File: src/rtl/key_event_encoder_if.sv
// Button-event bundle between the raw keypad and the mode controller.
// The master drives the clean events from the raw keys; the slave supplies the raw keys and consumes the events.
interface key_event_encoder_if;
  logic       raw_menu;
  logic [2:0] raw_speed;
  logic       raw_clean;
  logic       menu_btn;
  logic [2:0] speed_btn;
  logic       clean_btn;
  logic       conflict;
  logic       key_held;

  modport master (
    input  raw_menu, raw_speed, raw_clean,
    output menu_btn, speed_btn, clean_btn, conflict, key_held
  );

  modport slave (
    output raw_menu, raw_speed, raw_clean,
    input  menu_btn, speed_btn, clean_btn, conflict, key_held
  );
endinterface

File: src/rtl/key_event_encoder.sv
// Synchronises and debounces the range-hood buttons and turns each press into a legal one-cycle event.
// Channel order in the internal vectors: bit0 menu, bits1..3 speed gear 1..3, bit4 clean.
module key_event_encoder #(
  parameter int DEBOUNCE_CYCLES = 1000000
) (
  input  logic                 clk,
  input  logic                 reset,
  key_event_encoder_if.master  kif
);

  localparam int                NCH      = 5;
  localparam logic [19:0] CNT_LAST = 20'(DEBOUNCE_CYCLES - 1);

  logic [NCH-1:0] raw_vec;
  logic [NCH-1:0] sync0;
  logic [NCH-1:0] sync1;
  logic [NCH-1:0] stable;
  logic [NCH-1:0] stable_last;
  logic [19:0]    cnt [NCH];
  logic [NCH-1:0] press;

  logic       menu_nxt;
  logic [2:0] speed_nxt;
  logic       clean_nxt;
  logic       conflict_nxt;
  logic [2:0] sp_press;
  logic [2:0] sp_stable;

  assign raw_vec = {kif.raw_clean, kif.raw_speed, kif.raw_menu};

  always_ff @(posedge clk or posedge reset) begin
    if (reset) begin
      sync0       <= '0;
      sync1       <= '0;
      stable      <= '0;
      stable_last <= '0;
      for (int i = 0; i < NCH; i++) cnt[i] <= '0;
    end else begin
      sync0       <= raw_vec;
      sync1       <= sync0;
      stable_last <= stable;
      // A single matching cycle restarts the count, so only an unbroken run flips stable.
      for (int i = 0; i < NCH; i++) begin
        if (sync1[i] == stable[i]) begin
          cnt[i] <= '0;
        end else if (cnt[i] == CNT_LAST) begin
          stable[i] <= sync1[i];
          cnt[i]    <= '0;
        end else begin
          cnt[i] <= cnt[i] + 20'd1;
        end
      end
    end
  end

  assign press     = stable & ~stable_last;
  assign sp_press  = press[3:1];
  assign sp_stable = stable[3:1];

  always_comb begin
    menu_nxt     = press[0];
    speed_nxt    = 3'b000;
    clean_nxt    = 1'b0;
    conflict_nxt = 1'b0;
    if (sp_press != 3'b000) begin
      // Multiple gears at once, or a gear while another is held, are ambiguous and dropped.
      if ((sp_press & (sp_press - 3'd1)) != 3'b000) begin
        conflict_nxt = 1'b1;
      end else if ((sp_stable & ~sp_press) != 3'b000) begin
        conflict_nxt = 1'b1;
      end else begin
        speed_nxt = sp_press;
      end
      if (press[4]) conflict_nxt = 1'b1;
    end else if (press[4]) begin
      clean_nxt = 1'b1;
    end
  end

  always_ff @(posedge clk or posedge reset) begin
    if (reset) begin
      kif.menu_btn  <= 1'b0;
      kif.speed_btn <= 3'b000;
      kif.clean_btn <= 1'b0;
      kif.conflict  <= 1'b0;
      kif.key_held  <= 1'b0;
    end else begin
      kif.menu_btn  <= menu_nxt;
      kif.speed_btn <= speed_nxt;
      kif.clean_btn <= clean_nxt;
      kif.conflict  <= conflict_nxt;
      kif.key_held  <= |stable;
    end
  end

endmodule

File: src/flat_wrapper.sv
// flat-port wrapper written by rule: the top's interface ports become plain ports
module key_event_encoder_flat 
#(
  parameter int DEBOUNCE_CYCLES = 1000000
)
  (clk, reset, kif_raw_menu, kif_raw_speed, kif_raw_clean, kif_menu_btn, kif_speed_btn, kif_clean_btn, kif_conflict, kif_key_held);
  key_event_encoder_if kif_i ();
  input  logic clk;
  input  logic reset;
  input wire logic [$bits(kif_i.raw_menu)-1:0] kif_raw_menu;
  input wire logic [$bits(kif_i.raw_speed)-1:0] kif_raw_speed;
  input wire logic [$bits(kif_i.raw_clean)-1:0] kif_raw_clean;
  output wire logic [$bits(kif_i.menu_btn)-1:0] kif_menu_btn;
  output wire logic [$bits(kif_i.speed_btn)-1:0] kif_speed_btn;
  output wire logic [$bits(kif_i.clean_btn)-1:0] kif_clean_btn;
  output wire logic [$bits(kif_i.conflict)-1:0] kif_conflict;
  output wire logic [$bits(kif_i.key_held)-1:0] kif_key_held;
  assign kif_i.raw_menu = kif_raw_menu;
  assign kif_i.raw_speed = kif_raw_speed;
  assign kif_i.raw_clean = kif_raw_clean;
  assign kif_menu_btn = kif_i.menu_btn;
  assign kif_speed_btn = kif_i.speed_btn;
  assign kif_clean_btn = kif_i.clean_btn;
  assign kif_conflict = kif_i.conflict;
  assign kif_key_held = kif_i.key_held;
  key_event_encoder #(.DEBOUNCE_CYCLES(DEBOUNCE_CYCLES)) u_core (.clk(clk), .reset(reset), .kif(kif_i));
endmodule
File: config.mk
export PLATFORM = sky130hd
export DESIGN_NAME = key_event_encoder_flat
export DESIGN_NICKNAME = d
export VERILOG_FILES = /design/src/rtl/key_event_encoder_if.sv /design/src/rtl/key_event_encoder.sv /design/src/flat_wrapper.sv
export SDC_FILE = /design/constraint.sdc
export NUM_CORES = 1
export LEC_CHECK = 0
export ABC_AREA = 0
export CAP_MARGIN = 20
export CELL_PAD_IN_SITES_DETAIL_PLACEMENT = 0
export CELL_PAD_IN_SITES_GLOBAL_PLACEMENT = 2
export CORE_ASPECT_RATIO = 0.8
export CORE_UTILIZATION = 45
export CTS_BUF_LIST = sky130_fd_sc_hd__clkbuf_4
export DETAILED_ROUTE_END_ITERATION = 8
export PLACE_DENSITY = 0.91
export SYNTH_ARGS = -nofsm -noshare
export SYNTH_HDL_FRONTEND = slang
export SYNTH_SLANG_ARGS = --single-unit
File: constraint.sdc
create_clock -name clk -period 12.1 [get_ports clk]
set_input_delay 2.42 -clock clk [delete_from_list [all_inputs] [get_ports clk]]
set_output_delay 2.42 -clock clk [all_outputs]
set_load 0.005 [all_outputs]
==> results of run 1 <==
worst paths after layout:
check | from | end | slack, ns
min | u_core.sync0[1] | u_core.sync1[1] | 0.36
max | u_core.kif.conflict | kif_conflict | 8.34
max reg2reg | u_core.cnt[60] | u_core.cnt[65] | 9.74
min in group asynchronous | reset | u_core.kif.key_held | 2.33
min reg2reg | u_core.sync0[1] | u_core.sync1[1] | 0.36
max in group asynchronous | reset | u_core.kif.menu_btn | 8.37
final cells by class:
| type | count | area (sq um) | share of cell area |
|---|---|---|---|
| sequential | 127 | 3178 | 0.4985 |
| tap | 171 | 214.0 | 0.03356 |
| multi-input combinational | 411 | 2507 | 0.3933 |
| timing repair buffer | 16 | 152.6 | 0.02394 |
| inverter | 22 | 85.08 | 0.01335 |
| clock inverter | 12 | 102.6 | 0.01609 |
| clock buffer | 18 | 135.1 | 0.02120 |
state kept, by name (all words and copies together) (netlist names):
register              flops
u_core.cnt              100
u_core.kif.clean_btn      1
u_core.kif.conflict       1
u_core.kif.key_held       1
u_core.kif.menu_btn       1
u_core.kif.speed_btn      3
u_core.stable             5
u_core.stable_last        5
u_core.sync0              5
u_core.sync1              5
cell usage in the layout, fill, tap and decap left out, drive strengths merged, types with 2 or more instances in the layout:
cell,count
bufinv,2
o21ai,21
nor2b,4
and3,8
nor2,90
or3,19
clkbuf,18
nor3,19
nor4bb,2
and4,4
nand2,22
dfrtp,127
inv,22
xor2,26
ha,5
clkinv,10
buf,3
or4b,2
nand2b,4
and2,3
o31ai,5
nor4b,2
nor4,18
xnor2,45
a21oi,25
or2,2
nand3,37
nand4,29
or4,9
a31o,2
clkdlybuf4s50,13
mux2,5
routing by layer:
metal | track usage | up-vias | wire length (um) | share of wire
li1 | - | 2060 | - | -
met1 | 0.2730 | 2055 | 5829 | 0.54
met2 | 0.2454 | 44 | 4467 | 0.42
met3 | 0.03564 | 13 | 275 | 0.026
met4 | 0.07815 | 0 | 161 | 0.015
met5 | 0 | - | 0 | 0
through the flow:
| step | cells | hold slack, ns |
|---|---|---|
| detailed placement | 747 | 0.3347 |
| CTS | 777 | 0.3570 |
| finish | 777 | 0.3579 |
| floorplan | 574 | 0.3312 |
| global route | 777 | 0.3642 |
| global placement | 747 | 0.3405 |
cells by family (layout without fill, tap and decap cells):
kind of cell | count (synthesis) | count (layout) | synth area share
AOI/OAI and AO/OA | 56 | 56 | 0.05819
muxes | 5 | 5 | 0.009662
and+or+nand+nor | 274 | 274 | 0.2450
buffers and inverters | 36 | 68 | 0.02427
adders and majority gates | 5 | 5 | 0.01074
xor gates and xnor gates | 71 | 71 | 0.1067
DFF | 127 | 127 | 0.5454
power by group through the flow:
stage | clock network [mW] | registers [mW] | logic (mW)
floorplan | 0 | 0.442 | 0.0181
global placement | 0 | 0.443 | 0.0251
detailed placement | 0 | 0.444 | 0.0255
CTS | 0.273 | 0.435 | 0.0256
global route | 0.291 | 0.437 | 0.0291
finish | 0.262 | 0.435 | 0.0245
==> results.yml, run 1 <==
die:
  core-area_sq_um: 12390
  fp.dieArea_sq_um: 13410
  die_x_um: 129.2
  die_y_um: 103.8
  rows: 36
  start_util: 0.4704
  io_pins: 14
timing:
  layout_setup_ws_ns: 8.339
  maxSlewViolCount: 0
  hold_viol_final: 0
  rsz0062_at_grt: "false"
  setup_viol: 0
  post-route-min-period_ns: 3.761
  worst_pin_slew_ns: 0.9483
  fin_setup_tns_ns: 0
  max-slew-margin-rel: 0.3678
  clock.fmax_ghz: 0.2659
  skew_ns: 0.009527
  fin_crit_sh: 0.3108
logic_synthesis:
  seq_area_frac_synth: 0.5454
  synth.lib_cells_used.distinct: 40
  synth_fp_nets: 586
  yosys_most_used_dff: "dfrtp_1"
  synth_area_sq_um: 5827
  synth_top_area_share: 0.5454
  synth_most_common_cell: "dfrtp_1"
  synth_top_area_cell: "dfrtp_1"
  ys.warnings.count: 0
  synthArstFlopShare: 1.000
  synth_edf_count: 0
  synth_area_leaders: "dfrtp_1 55%, xnor2_1 6.8%, nor2_1 5.8%"
  ys_seq_elements: 127
  syn_area_per_cell_sq_um: 10.15
  synthTopCellsByCount: "127 x dfrtp_1, 90 x nor2_1, 45 x xnor2_1"
  syn_inst: 574
status:
  status: "complete, no violations"
setup_path:
  cp.arrival_ns: 1.34
  required_ns: 9.68
  cpLargestDelayFamily: "buffers and inverters"
  worstSetupStartpointType: "flop"
  path_depth: 1
  slowest_delay_ns: 0.50
  crit_buf_inv: 1
  path_max_fanout: 1
  path_class: "reg -> out"
  cp-end-kind: "primary output"
  crit_chain: "clkdlybuf4s50_1"
  crit_slowest_cell: "clkdlybuf4s50_1"
  r2r_cells: 5
clock_network:
  clk_latency_ns: 0.51
  clkTransAtPathRegs_ns: 0.11
  cts-root-buf: "clkbuf_4"
  numClockSinks: 127
  hold_buffers: 0
  clockBufferDepth: 2
  numCtsBuffers: 17
  cts_tree: "yes"
  h-tree-depth: 4
  post_cts_buffers: 0
  cts_resized: 0
final_layout:
  diodes: 0
  nets: 607
  fill_cells: 1160
  area_delta_synth_final_pct: 9.405
  design_area_sq_um: 6375
  drive_gt1_frac: 0.07756
  final_util: 0.5146
routing:
  antenna_left: 0
  via_per_inst: 5.369
  dr.first_iter.drc_count: 242
  drtPass1Iterations: 4
  drt-total-wl_mm: 10.73
  routedWlPerCell_um: 13.81
  drc_errors: 0
  num_vias: 4172
job:
  maxCapViolCount: 0
placed_design:
  hpwl_mm: 7.103
  place_congestion: 0.7410
  io_buffers: 13
  place_area_sq_um: 6137
  place_ws_ns: 7.681
pwr:
  p_per_area_nw_per_um2: 113.3
  seq_power_share: 0.603
  power_mw: 0.7220
  peakVddDrop_v: 0.00008026
  power.internal_mw: 0.5540
  pwr-share-comb: 0.034
  switching_power_mw: 0.1680
  leakage_nw: 2.567
  clockPowerShare: 0.363
  p_sw_frac: 0.2327
global_routing:
  grt_overflow: 0
  grt_max_degree: 78
  grt_pass1_wl_mm: 18.91
  grt_pass1_vias: 3901
  grt_use_total: 0.1796
  antenna_found_initial: 0
min_path:
  min_path_cells: 0
  min_path_type: "reg -> reg"
Note: power is estimated with default switching activity, not from simulation.
==> inputs of run 2 (changes only) <==
--- a/config.mk
+++ b/config.mk
@@ -10,10 +10,10 @@
 export CELL_PAD_IN_SITES_DETAIL_PLACEMENT = 0
 export CELL_PAD_IN_SITES_GLOBAL_PLACEMENT = 2
 export CORE_ASPECT_RATIO = 0.8
-export CORE_UTILIZATION = 45
+export CORE_UTILIZATION = 42
 export CTS_BUF_LIST = sky130_fd_sc_hd__clkbuf_4
 export DETAILED_ROUTE_END_ITERATION = 8
-export PLACE_DENSITY = 0.91
+export PLACE_DENSITY = 0.86
 export SYNTH_ARGS = -nofsm -noshare
 export SYNTH_HDL_FRONTEND = slang
 export SYNTH_SLANG_ARGS = --single-unit
==> constraint.sdc (replaced) <==
create_clock -name clk -period 3.59 [get_ports clk]
set_input_delay 0.718 -clock clk [delete_from_list [all_inputs] [get_ports clk]]
set_output_delay 0.718 -clock clk [all_outputs]
set_load 0.005 [all_outputs]
==> run 2 against run 1 <==
  * Sequential power grew to 3.4 times the previous value
  * Critical endpoint is now u_core.cnt[73]
  * Total power grew to 3.2 times the previous value
  * Die area is 7.0% higher
  * Critical path depth is 4 higher
  * Worst hold slack hardly changed
  * Cell count is 1.4% higher
  * Flip-flop and latch count stayed put
  * Count of clock-buffer cells in the layout is 4 higher
  * Combinational power grew to 3.5 times the previous value
  * Utilization is 4.3 points lower
  * Via count is 1.9% lower
==> results.yml, run 2 (synthesized netlist as in run 1, its figures left out) <==
setup_path:
  r2r_cells: 5
  r2r_end: "u_core.cnt[73]"
  critPathLaunch: "u_core.cnt[60]"
  rr_startpoint: "u_core.cnt[60]"
  required_ns: 3.96
  path_class: "reg -> reg"
  cp.arrival_ns: 2.64
  r2r_slack_ns: 1.32
  cp-end-kind: "flop"
  path_max_fanout: 19
  worstSetupStartpointType: "flop"
timing:
  fin_crit_sh: 0.6330
  setup_viol: 0
  fin_setup_tns_ns: 0
  hold_viol_final: 0
  maxSlewViolCount: 0
  skew_ns: 0.01334
  worst_pin_slew_ns: 0.8573
  post-route-min-period_ns: 2.273
  rsz0062_at_grt: "false"
  max-slew-margin-rel: 0.4272
  layout_setup_ws_ns: 1.317
  clock.fmax_ghz: 0.4400
pwr:
  leakage_nw: 2.557
  power_mw: 2.337
  p_per_area_nw_per_um2: 365.8
  peakVddDrop_v: 0.0002532
clock_network:
  numCtsBuffers: 17
  hold_buffers: 0
  clk_latency_ns: 0.52
  cts_tree: "yes"
  h-tree-depth: 4
  cts-root-buf: "clkbuf_4"
  clockBufferDepth: 2
  cts_resized: 0
  clkTransAtPathRegs_ns: 0.10
  post_cts_buffers: 0
  numClockSinks: 127
final_layout:
  stdcell_count: 788
  area_delta_synth_final_pct: 9.620
  diodes: 0
  layout_commonest_cell: "dfrtp_1"
  max_flop_register: "u_core.cnt"
  layout_common_cells: "127 x dfrtp_1, 90 x nor2_1, 45 x xnor2_1"
  nets: 609
  drive_gt1_frac: 0.08717
  largest_register_ffs: 100
placed_design:
  place_ws_ns: 1.317
  dp_cells: 758
  io_buffers: 13
  hpwl_mm: 7.030
  place_congestion: 0.7702
routing:
  dr.first_iter.drc_count: 205
  wl_met3_um: 331
  antenna_left: 0
  routedWlPerCell_um: 13.35
  wl_met2_mm: 4.668
  via_per_inst: 5.194
  drt-total-wl_mm: 10.52
  num_vias: 4093
  top_layer: "met4"
  drtPass1Iterations: 5
  m1WireLength_mm: 5.418
  drc_errors: 0
die:
  io_pins: 14
  die_y_um: 107.4
  rows: 38
  die_x_um: 133.7
  start_util: 0.4300
  core-area_sq_um: 13550
  fp.dieArea_sq_um: 14350
global_routing:
  grt_pass1_wl_mm: 18.44
  grt_use_total: 0.1662
  grt_pass1_vias: 3912
  grt_overflow: 0
  antenna_found_initial: 0
  grt_max_degree: 42
job:
  maxCapViolCount: 0
min_path:
  min_path_type: "reg -> reg"
  hold_path_end: "u_core.sync1[0]"
  min_path_cells: 0
  hp-start: "u_core.sync0[0]"
status:
  status: "complete, no violations"
## run 2: final cells by class
| type | count | area (sq um) |
|---|---|---|
| clock inverter | 8 | 45.04 |
| tap | 180 | 225.2 |
| inverter | 22 | 86.33 |
| clock buffer | 22 | 165.2 |
| fill | 1263 | 7163 |
| multi-input combinational | 411 | 2507 |
| timing repair buffer | 18 | 180.2 |
| sequential | 127 | 3178 |
## run 2: where the power goes
group	internal [mW]	switching [mW]
Sequential	1.45	0.0174
Combinational	0.0273	0.0591
Clock	0.296	0.489
Total	1.77	0.565
## run 2: worst max-delay path, cell delays in order (launching register included)
cell and delay, ns:
dfrtp_1 0.42, ha_1 0.20, nand3_1 0.25, or2_2 0.43, o31ai_4 0.72, nor2_1 0.12
## run 2: worst max path at each step
stage / endpoint / depth (start not counted)
after detailed placement: u_core.cnt[71] / 5
after CTS: u_core.cnt[73] / 5
after global placement: u_core.cnt[73] / 5
final: u_core.cnt[73] / 5
after floorplan: u_core.cnt[0] / 1
after global routing: u_core.cnt[73] / 5
## run 2: layer usage
metal	track usage	up-vias
li1	-	2066
met1	0.2291	1965
met2	0.2452	53
met3	0.05085	9
met4	0.06250	0
met5	0	-
## run 2: through the flow
step / cell area (sq um) / hold WS, ns / util
global route: 6387 / 0.3763 / 0.4714
detailed placement: 6177 / 0.3355 / 0.4559
global placement: 6177 / 0.3337 / 0.4559
finish: 6387 / 0.3583 / 0.4714
floorplan: 5831 / 0.3312 / -
CTS: 6387 / 0.3590 / 0.4714
